==> src/rtl/nim_input_pkg.sv <==
// Shared defaults and the per-channel configuration record for the NIM input bank.
// Definitions only: no latency and no backpressure apply.
package nim_input_pkg;

    localparam int N_CH_DEF      = 4;
    localparam int DELAY_W_DEF   = 7;
    localparam int STRETCH_W_DEF = 8;
    localparam int PAT_W_DEF     = 8;
    localparam int CNT_W_DEF     = 32;

    typedef struct packed {
        logic [DELAY_W_DEF-1:0]   delay;
        logic [STRETCH_W_DEF-1:0] stretch;
        logic [STRETCH_W_DEF-1:0] holdoff;
        logic [PAT_W_DEF-1:0]     mask;
        logic [PAT_W_DEF-1:0]     pattern;
        logic                     invert;
    } chan_cfg_t;

endpackage

==> src/rtl/nim_input_chan.sv <==
// One NIM channel: pattern match, retriggerable stretch, holdoff, tap delay and a saturating count.
// Config is used one cycle after it changes; free-running, with no backpressure.
module nim_input_chan
    import nim_input_pkg::*;
#(
    parameter int DELAY_W   = DELAY_W_DEF,
    parameter int STRETCH_W = STRETCH_W_DEF,
    parameter int PAT_W     = PAT_W_DEF,
    parameter int CNT_W     = CNT_W_DEF
) (
    input  logic                 clk,
    input  logic                 reset,
    input  logic                 i_trig,
    input  logic                 i_invert,
    input  logic [DELAY_W-1:0]   i_delay,
    input  logic [STRETCH_W-1:0] i_stretch,
    input  logic [STRETCH_W-1:0] i_holdoff,
    input  logic [PAT_W-1:0]     i_mask,
    input  logic [PAT_W-1:0]     i_pattern,
    input  logic                 i_reset_cnt,
    output logic                 o_trig,
    output logic [CNT_W-1:0]     o_count
);

    localparam int               DLINE_LEN = 2**DELAY_W;
    localparam logic [CNT_W-1:0] CNT_MAX   = '1;

    logic                 r_invert_z;
    logic [DELAY_W-1:0]   r_delay_z;
    logic [STRETCH_W-1:0] r_stretch_z;
    logic [STRETCH_W-1:0] r_holdoff_z;
    logic [PAT_W-1:0]     r_mask_z;
    logic [PAT_W-1:0]     r_pattern_z;

    logic [PAT_W-1:0]     r_hist;
    logic [STRETCH_W-1:0] r_scnt;
    logic [STRETCH_W-1:0] r_hcnt;
    logic [CNT_W-1:0]     r_count;
    logic [DLINE_LEN-1:0] r_dline;

    logic                 w_pol;
    logic                 w_match;
    logic                 w_accept;
    logic                 w_pre;
    logic [DELAY_W-1:0]   w_tap;

    assign w_pol    = i_trig ^ r_invert_z;
    // Unmasked history bits are forced to "equal", so an all-zero mask always matches.
    assign w_match  = ((r_hist ~^ r_pattern_z) & r_mask_z) == r_mask_z;
    assign w_accept = w_match && (r_hcnt == '0);
    assign w_pre    = (r_stretch_z == '0) ? r_hist[0] : (r_scnt != '0);

    // Tap k of the line holds pre from k+1 cycles ago; retargeting the tap never flushes it.
    assign w_tap    = r_delay_z - DELAY_W'(1);
    assign o_trig   = (r_delay_z == '0) ? w_pre : r_dline[w_tap];
    assign o_count  = r_count;

    always_ff @(posedge clk) begin
        if (reset) begin
            r_invert_z  <= 1'b0;
            r_delay_z   <= '0;
            r_stretch_z <= '0;
            r_holdoff_z <= '0;
            r_mask_z    <= '0;
            r_pattern_z <= '0;
            r_hist      <= '0;
            r_scnt      <= '0;
            r_hcnt      <= '0;
            r_count     <= '0;
            r_dline     <= '0;
        end else begin
            r_invert_z  <= i_invert;
            r_delay_z   <= i_delay;
            r_stretch_z <= i_stretch;
            r_holdoff_z <= i_holdoff;
            r_mask_z    <= i_mask;
            r_pattern_z <= i_pattern;

            r_hist  <= {r_hist[PAT_W-2:0], w_pol};
            r_dline <= {r_dline[DLINE_LEN-2:0], w_pre};

            if (w_accept) begin
                r_scnt <= r_stretch_z;
                r_hcnt <= r_holdoff_z;
            end else begin
                if (r_scnt != '0) r_scnt <= r_scnt - STRETCH_W'(1);
                if (r_hcnt != '0) r_hcnt <= r_hcnt - STRETCH_W'(1);
            end

            // A clear wins over a same-cycle acceptance.
            if (i_reset_cnt) begin
                r_count <= '0;
            end else if (w_accept && (r_count != CNT_MAX)) begin
                r_count <= r_count + CNT_W'(1);
            end
        end
    end

endmodule

==> src/rtl/nim_input_bank.sv <==
// Bank of N_CH conditioned NIM inputs; NIM_INPUT_BANK_COINC_EN adds registered AND/OR coincidence.
// trig_out follows pre after delay_z cycles, coincidence one cycle later; no backpressure.
module nim_input_bank
    import nim_input_pkg::*;
#(
    parameter int N_CH      = N_CH_DEF,
    parameter int DELAY_W   = DELAY_W_DEF,
    parameter int STRETCH_W = STRETCH_W_DEF,
    parameter int PAT_W     = PAT_W_DEF,
    parameter int CNT_W     = CNT_W_DEF
) (
    input  logic                      clk,
    input  logic                      reset,
    input  logic [N_CH-1:0]           trig_in,
    input  logic [N_CH-1:0]           invert,
    input  logic [N_CH*DELAY_W-1:0]   delay,
    input  logic [N_CH*STRETCH_W-1:0] stretch,
    input  logic [N_CH*STRETCH_W-1:0] holdoff,
    input  logic [N_CH*PAT_W-1:0]     mask,
    input  logic [N_CH*PAT_W-1:0]     pattern,
    input  logic [N_CH-1:0]           reset_cnt,
    output logic [N_CH-1:0]           trig_out,
    output logic [N_CH*CNT_W-1:0]     count,
    input  logic [N_CH-1:0]           coinc_mask,
    output logic                      coinc_and,
    output logic                      coinc_or
);

    logic [N_CH-1:0] w_trig_out;

    for (genvar g = 0; g < N_CH; g++) begin : g_chan
        nim_input_chan #(
            .DELAY_W   (DELAY_W),
            .STRETCH_W (STRETCH_W),
            .PAT_W     (PAT_W),
            .CNT_W     (CNT_W)
        ) u_chan (
            .clk         (clk),
            .reset       (reset),
            .i_trig      (trig_in[g]),
            .i_invert    (invert[g]),
            .i_delay     (delay[g*DELAY_W +: DELAY_W]),
            .i_stretch   (stretch[g*STRETCH_W +: STRETCH_W]),
            .i_holdoff   (holdoff[g*STRETCH_W +: STRETCH_W]),
            .i_mask      (mask[g*PAT_W +: PAT_W]),
            .i_pattern   (pattern[g*PAT_W +: PAT_W]),
            .i_reset_cnt (reset_cnt[g]),
            .o_trig      (w_trig_out[g]),
            .o_count     (count[g*CNT_W +: CNT_W])
        );
    end

    assign trig_out = w_trig_out;

`ifdef NIM_INPUT_BANK_COINC_EN
    logic [N_CH-1:0] r_coinc_mask_z;
    logic            r_coinc_and;
    logic            r_coinc_or;

    always_ff @(posedge clk) begin
        if (reset) begin
            r_coinc_mask_z <= '0;
            r_coinc_and    <= 1'b0;
            r_coinc_or     <= 1'b0;
        end else begin
            r_coinc_mask_z <= coinc_mask;
            // An empty mask must not read as a vacuous AND.
            r_coinc_and    <= (r_coinc_mask_z != '0) &&
                              ((w_trig_out & r_coinc_mask_z) == r_coinc_mask_z);
            r_coinc_or     <= (w_trig_out & r_coinc_mask_z) != '0;
        end
    end

    assign coinc_and = r_coinc_and;
    assign coinc_or  = r_coinc_or;
`else
    logic w_unused_coinc;
    assign w_unused_coinc = ^coinc_mask;
    assign coinc_and      = 1'b0;
    assign coinc_or       = 1'b0;
`endif

endmodule

==> config.mk <==
export PLATFORM = sky130hd
export DESIGN_NAME = nim_input_bank
export DESIGN_NICKNAME = d
export VERILOG_FILES = /design/src/rtl/nim_input_pkg.sv /design/src/rtl/nim_input_chan.sv /design/src/rtl/nim_input_bank.sv
export SDC_FILE = /design/constraint.sdc
export NUM_CORES = 1
export LEC_CHECK = 0
export CAP_MARGIN = 0
export CELL_PAD_IN_SITES_DETAIL_PLACEMENT = 0
export CELL_PAD_IN_SITES_GLOBAL_PLACEMENT = 1
export CORE_MARGIN = 4
export CORE_UTILIZATION = 25
export DETAILED_ROUTE_END_ITERATION = 8
export PLACE_DENSITY = 0.62
export RECOVER_POWER = 100
export SYNTH_ARGS = -nofsm -noshare
export SYNTH_HDL_FRONTEND = slang
export SYNTH_SLANG_ARGS = --single-unit
==> constraint.sdc <==
create_clock -name clk -period 3.6 [get_ports clk]
set_input_delay 0.72 -clock clk [delete_from_list [all_inputs] [get_ports clk]]
set_output_delay 0.72 -clock clk [all_outputs]
set_load 0.005 [all_outputs]
; Yosys cells after proc, flatten, opt, wreduce, memory -nomap -nowiden
; Cells that the tools add are included.
[word_totals]
mem_bits_ro = 0
mem_count = 0
latch_bits = 0
mem_bits_rw = 0
reg_bits = 896
out_inout_bits = 134
wordCells = 156
in_bits = 174
[op_classes]
n_eq_ne = 8
order_cmp = 4
n_bitwise = 12
n_addsub = 16
shifts = 0
n_reduce_logical = 40
multipliers = 0
n_div = 0
n_mux = 32
[ops]
columns = cell, n
row1 = $add 32x1->32 const B, 4
row2 = $mux 8, 16
row3 = $ne 32x32->1 const B, 4
row4 = $logic_not 8->1, 8
row5 = $reduce_bool 8->1, 8
row6 = $sub 8x1->8 const B, 8
row7 = $and 8x8->8, 4
row8 = $eq 8x8->1, 4
row9 = $lt 7x8->1 const B, 4
row10 = $xnor 8x8->8, 4
row11 = $bmux 1 s7, 4
row12 = $logic_not 7->1, 4
row13 = $sub 7x1->7 const B, 4
row14 = $reduce_bool 2->1, 8
row15 = $mux 1, 12
row16 = $logic_and 1x1->1, 8
row17 = $reduce_or 2->1, 4
row18 = $xor 1x1->1, 4

; Logic depth before layout (Yosys ltp)
[depth]
depth_word = 5
ltp_mapped = 13
ltp_nobuf = 9

; By module
; From an unflattened synthesis, not the netlist that was laid out.
[hier_totals]
hier_cells = 3214
area_unflattened_um2 = 34585.7
[modules_own_cells]
columns = module, seq_area_each_um2, area_each_um2, instances, cells_per_inst
row1 = nim_input_chan at g_chan[1].u_chan ..., 4484.3, 8667.1, 2, 799
row2 = nim_input_chan at g_chan[0].u_chan, 4484.3, 8683.3, 1, 806
row3 = nim_input_chan at g_chan[3].u_chan, 4484.3, 8549.4, 1, 807
row4 = nim_input_bank, 0.0, 18.8, 1, 3

; Least setup slack after synthesis
; No wires, ideal clock.
[synth_timing]
path_type = reg2out
from = register g_chan[1].u_chan.r_delay_z[0]
to = output port trig_out[1]
path_slack_ps = -60
required_ps = 2880
arrival_ps = 2940
stages_incl_launch_ff = 13
path_buffers = 4
cell_sequence = dfxtp_1 > clkbuf_1 > buf_2 > inv_1 > ha_1 > clkbuf_1 > mux4_2 > a22oi_1 > o211ai_1 > o211ai_1 > nand3b_1 > a41o_1 > buf_4
[synth_via]
elab_chain_cells = 4
[synth_lines]
columns = element, line_no
row1 = from (decl), nim_input_chan.sv:29  ; logic [DELAY_W-1:0] r_delay_z;
row2 = from (signal assigned), nim_input_chan.sv:73  ; r_delay_z <= i_delay;
row3 = $sub 7x1->7, nim_input_chan.sv:54  ; assign w_tap = r_delay_z - DELAY_W'(1);
row4 = $bmux 1 s7, nim_input_chan.sv:55  ; assign o_trig = (r_delay_z == '0) ? w_pre : r_dline[w_tap];
row5 = $mux 1 (implied by the code), nim_input_chan.sv:55
row6 = $mux 1 (*), nim_input_chan.sv:55
row7 = to (decl), nim_input_bank.sv:22  ; output logic [N_CH-1:0] trig_out,
; Mark *: on every way between the ends. The rest lies on a longest branch, timed or not. The select of a mux whose other input is x is not followed.

; Worst setup path in the final report
[layout_timing]
from = register g_chan[0].u_chan.r_delay_z[1]
to = output port trig_out[0]
[layout_via]
elab_chain_cells = 4
[layout_lines]
columns = element, line_no
row1 = from (decl), nim_input_chan.sv:29
row2 = from (signal assigned), nim_input_chan.sv:73
row3 = $sub 7x1->7, nim_input_chan.sv:54
row4 = $bmux 1 s7, nim_input_chan.sv:55
row5 = $mux 1 (implied by the code), nim_input_chan.sv:55
row6 = $mux 1 (*), nim_input_chan.sv:55
; Marks and branches as above.

==> flow_metrics.tcl <==
set metrics [dict create \
    grt_usage_pct 11.7 \
    max_clock_freq_mhz 271 \
    critPathBufInv 5 \
    p_leak_nw 16.1 \
    ant_nets 0 \
    fin_util_pct 32.2 \
    ctsHoldBuffers 0 \
    crit_required_ns 2.88 \
    grt_pass1_wl_um 133000 \
    critPathTopFamily "compound AO/OA/AOI/OAI gates" \
    vias_per_cell 4.27 \
    seq_area_mm2 0.0180 \
    critPathCaptureType "output pin" \
    numCtsBuffers 99 \
    fin_crit_ns 3.69 \
    synth_top_family_by_area "simple AND/OR/NAND/NOR gates" \
    synth_xor_area_share_pct 4.92 \
    gp_congestion 0.792 \
    violations "capacitance limit, slew limit, setup timing" \
    slowest_stage "dfxtp_2" \
    synth_compound_area_share_pct 4.81 \
    power_density_mw_per_mm2 566 \
    drt_pass1_iterations 5 \
    worstPathCellList "inv_2 -> ha_4 -> buf_6 -> nor2b_4 -> a21oi_2 -> a2bb2oi_1 -> buf_4 -> buf_4 -> nor2b_1 -> nor4_2 -> nor3_2 -> a211o_1 -> buf_2" \
    cap_violations 2 \
    die-area_mm2 0.143 \
    startpoint "g_chan[0].u_chan.r_delay_z[1]" \
    reg2reg_depth 8 \
    synth_mux_area_share_pct 8.67 \
    cts_buffer_depth 3 \
    outcome "complete, but fails checks" \
    insertion_delay_ns 0.70 \
    fillers 13900 \
    start_util_pct 25.2 \
    dr_total_vias 23300 \
    synth-edff-count 0 \
    cp-endpoint "trig_out[0]" \
    synth-simple-area-share_pct 25.0 \
    core-area_mm2 0.136 \
    synth_area_per_cell_um2 10.5 \
    wl_per_cell_um 15.6 \
    irDropWorstVdd_uv 339 \
    grt_start_max_net_pins 134 \
    cts_max_level 3 \
    r2r-start "g_chan[1].u_chan.r_hcnt[2]" \
    cts_tree "built" \
    synth_cells 3252 \
    synth-seq-cells 896 \
    wirelength_um 85500 \
    crit_cells 13 \
    multi_input_area_mm2 0.0156 \
    critPathMaxStageDelay_ns 0.35 \
    synth_ff_type "dfxtp_1" \
    fp-row-count 135 \
    drcViolationCount 0 \
    drive_gt1_share_pct 14.5 \
    dieHeight_um 378 \
    die_w_um 378 \
    hold_path.class "reg -> reg" \
    crit_top_cell "buf_4" \
    finalPower_mw 24.7 \
    dr.first_iter.drc_count 1004 \
    critPathKind "reg -> out" \
    critPathMaxFanout 4 \
    clk_pin_slew_ns 0.07 \
    setup_viol 2 \
    io_buffer_count 301 \
    synthesis.area_mm2 0.0342 \
    slew_violations 124 \
    relSlewSlack_pct -53.0 \
    antenna_found_initial 13 \
    yosysSeqAreaShare_pct 52.4 \
    finalWorstSetupSlack_ns -0.0922 \
    skew_ns 0.0247 \
    grt_pass1_vias 23300 \
    syn2layout_area_growth_pct 27.5 \
    synth.distinct_cells 80 \
    cts_sinks 896 \
    num-nets-final 3807 \
    cp.arrival_ns 2.97 \
    reg2reg_slack_ns 0.22 \
    start_kind "register" \
    root_buffer "clkbuf_16" \
    worst-slew-pin-transition_ns 2.29 \
    rsz0062_at_grt "yes" \
    synth-warning-count 0 \
    finalHoldViolCount 0 \
    worstReg2RegEnd "g_chan[1].u_chan.o_count[7]" \
    timing.hold.ws_ns 0.431 \
    grt_overflow_total 0 \
    synthArstFlopShare_pct 0 \
    dp_hpwl_um 57600 \
    ioPinCount 308 \
    synth_fa_ha_area_share_pct 1.02 \
    period_share_pct 103 \
]
==> state kept, by name (all words and copies together) (netlist names) <==
register	count
g_chan.u_chan.r_stretch_z	32
g_chan.u_chan.r_mask_z	32
g_chan.u_chan.r_dline	512
g_chan.u_chan.o_count	128
g_chan.u_chan.r_scnt	32
g_chan.u_chan.r_hcnt	32
g_chan.u_chan.r_invert_z	4
g_chan.u_chan.r_pattern_z	32
g_chan.u_chan.r_delay_z	28
g_chan.u_chan.r_holdoff_z	32
g_chan.u_chan.r_hist	32
==> routing by layer <==
layer,part of all wire (%),up-vias,global-route usage [%]
li1,-,11700,-
met1,49,11100,16.2
met2,44,373,18.1
met3,4.3,154,2.47
met4,3.0,8,4.24
met5,0.051,-,0
==> metrics by stage <==
stage                     setup TNS, ns  setup WS, ns  cells  cell area [um2]
final                            -0.156       -0.0922   5470            43600
after global placement         -0.00421      -0.00421   5250            39600
after floorplan                       0        0.0176   3253            34200
after global routing              -2.56        -0.280   5467            43600
after detailed placement              0        0.0779   5250            39600
after CTS                        -0.570        -0.226   5455            43600
==> power breakdown <==
part	leakage (nW)	switching [mW]	internal, mW	total [mW]
clock network	1.61	4.19	5.86	10.0
registers	7.28	0.347	10.4	10.7
logic	7.25	2.12	1.79	3.91
==> cell usage in the layout (no fill, tap or decap), types with 70 or more instances in the layout <==
master,count
a21oi_1,72
clkbuf_16,99
clkdlybuf4s50_1,168
dfxtp_1,888
dlygate4sd3_1,128
inv_1,89
mux4_2,128
nand2_1,127
nor2_1,254
nor2b_1,734
xnor2_1,70
xor2_1,115
==> area by class of cell <==
class | count | area share (%)
Sequential cell | 896 | 41.2
Multi-Input combinational cell | 2090 | 35.7
Timing Repair Buffer | 421 | 9.66
Clock buffer | 145 | 6.63
Tap cell | 1781 | 5.11
Inverter | 97 | 0.846
Clock inverter | 35 | 0.806
Antenna cell | 5 | 0.0287
==> logic make-up (layout without fill, tap and decap cells) <==
kind of cell,Yosys count,count (layout)
AO/OA/AOI/OAI,248,248
XOR/XNOR,192,192
adder cells (fa/ha/maj),28,28
buffers and inverters,267,698
flip-flops,896,896
multiplexers,136,136
other,1,7
AND/OR/NAND/NOR,1484,1484
==> worst min path at each step <==
stage	to	slack [ns]	cells after the start	start
final	g_chan[2].u_chan.r_hcnt[5]	0.43	2	g_chan[2].u_chan.r_holdoff_z[5]
after global routing	g_chan[3].u_chan.r_dline[124]	0.46	1	g_chan[3].u_chan.r_dline[123]
after CTS	g_chan[2].u_chan.r_hcnt[5]	0.44	2	g_chan[2].u_chan.r_holdoff_z[5]
after detailed placement	g_chan[1].u_chan.r_hcnt[3]	0.43	2	g_chan[1].u_chan.r_holdoff_z[3]
after global placement	g_chan[2].u_chan.r_hcnt[5]	0.43	2	g_chan[2].u_chan.r_holdoff_z[5]
after floorplan	g_chan[1].u_chan.r_hcnt[3]	0.42	2	g_chan[1].u_chan.r_holdoff_z[3]
==> repair_timing <==
action                                  CTS  global route
pin swaps                                29            34
endpoints found under the setup margin    4             4
buffers inserted                         19            15
gates cloned                              6             0
gates resized for setup                 108            40
==> cells in the mapped netlist (5+ instances only) <==
| master | count | share of area (%) |
|---|---|---|
| xor2_1 | 117 | 3.0 |
| dfxtp_1 | 896 | 52 |
| o211ai_1 | 10 | 0.22 |
| o21ai_0 | 18 | 0.26 |
| ha_1 | 28 | 1.0 |
| nor4b_2 | 5 | 0.22 |
| a211oi_1 | 20 | 0.44 |
| nand3_1 | 56 | 0.82 |
| nand2_1 | 129 | 1.4 |
| nor3_2 | 5 | 0.15 |
| or2_2 | 8 | 0.15 |
| o21ai_1 | 18 | 0.26 |
| nor2b_1 | 737 | 13 |
| buf_1 | 13 | 0.14 |
| a21oi_2 | 9 | 0.23 |
| nor4_1 | 45 | 0.82 |
| mux2i_1 | 6 | 0.18 |
| buf_2 | 17 | 0.25 |
| o22ai_1 | 31 | 0.57 |
| and4_1 | 20 | 0.51 |
| mux4_2 | 128 | 8.4 |
| nor2_1 | 257 | 2.8 |
| xnor2_1 | 75 | 1.9 |
| a21oi_1 | 71 | 1.0 |
| or4_1 | 10 | 0.22 |
| buf_4 | 7 | 0.15 |
| a31oi_1 | 6 | 0.11 |
| inv_1 | 96 | 1.1 |
| clkbuf_1 | 131 | 1.4 |
| nand4_1 | 41 | 0.75 |
| o31ai_1 | 5 | 0.11 |
| a221oi_1 | 6 | 0.15 |
| nand2b_1 | 10 | 0.18 |
| and3_1 | 19 | 0.35 |
| nand3b_1 | 9 | 0.20 |
| or3_1 | 21 | 0.38 |
| a22oi_1 | 20 | 0.44 |
| and2_1 | 8 | 0.15 |
| nor3_1 | 55 | 0.80 |
| nor4b_1 | 5 | 0.13 |
| nor4_2 | 6 | 0.22 |
| or3_2 | 8 | 0.18 |
==> worst register-to-register path: stages, from the launching register on <==
cell	delay (ns)
dfxtp_1	0.36
nor4_1	0.35
and2b_1	0.27
nand3b_4	0.16
nor3_2	0.41
clkbuf_1	1.16
nand4_1	0.24
xnor2_1	0.23
nor2_1	0.05
Power figures use the tool's default switching activity.
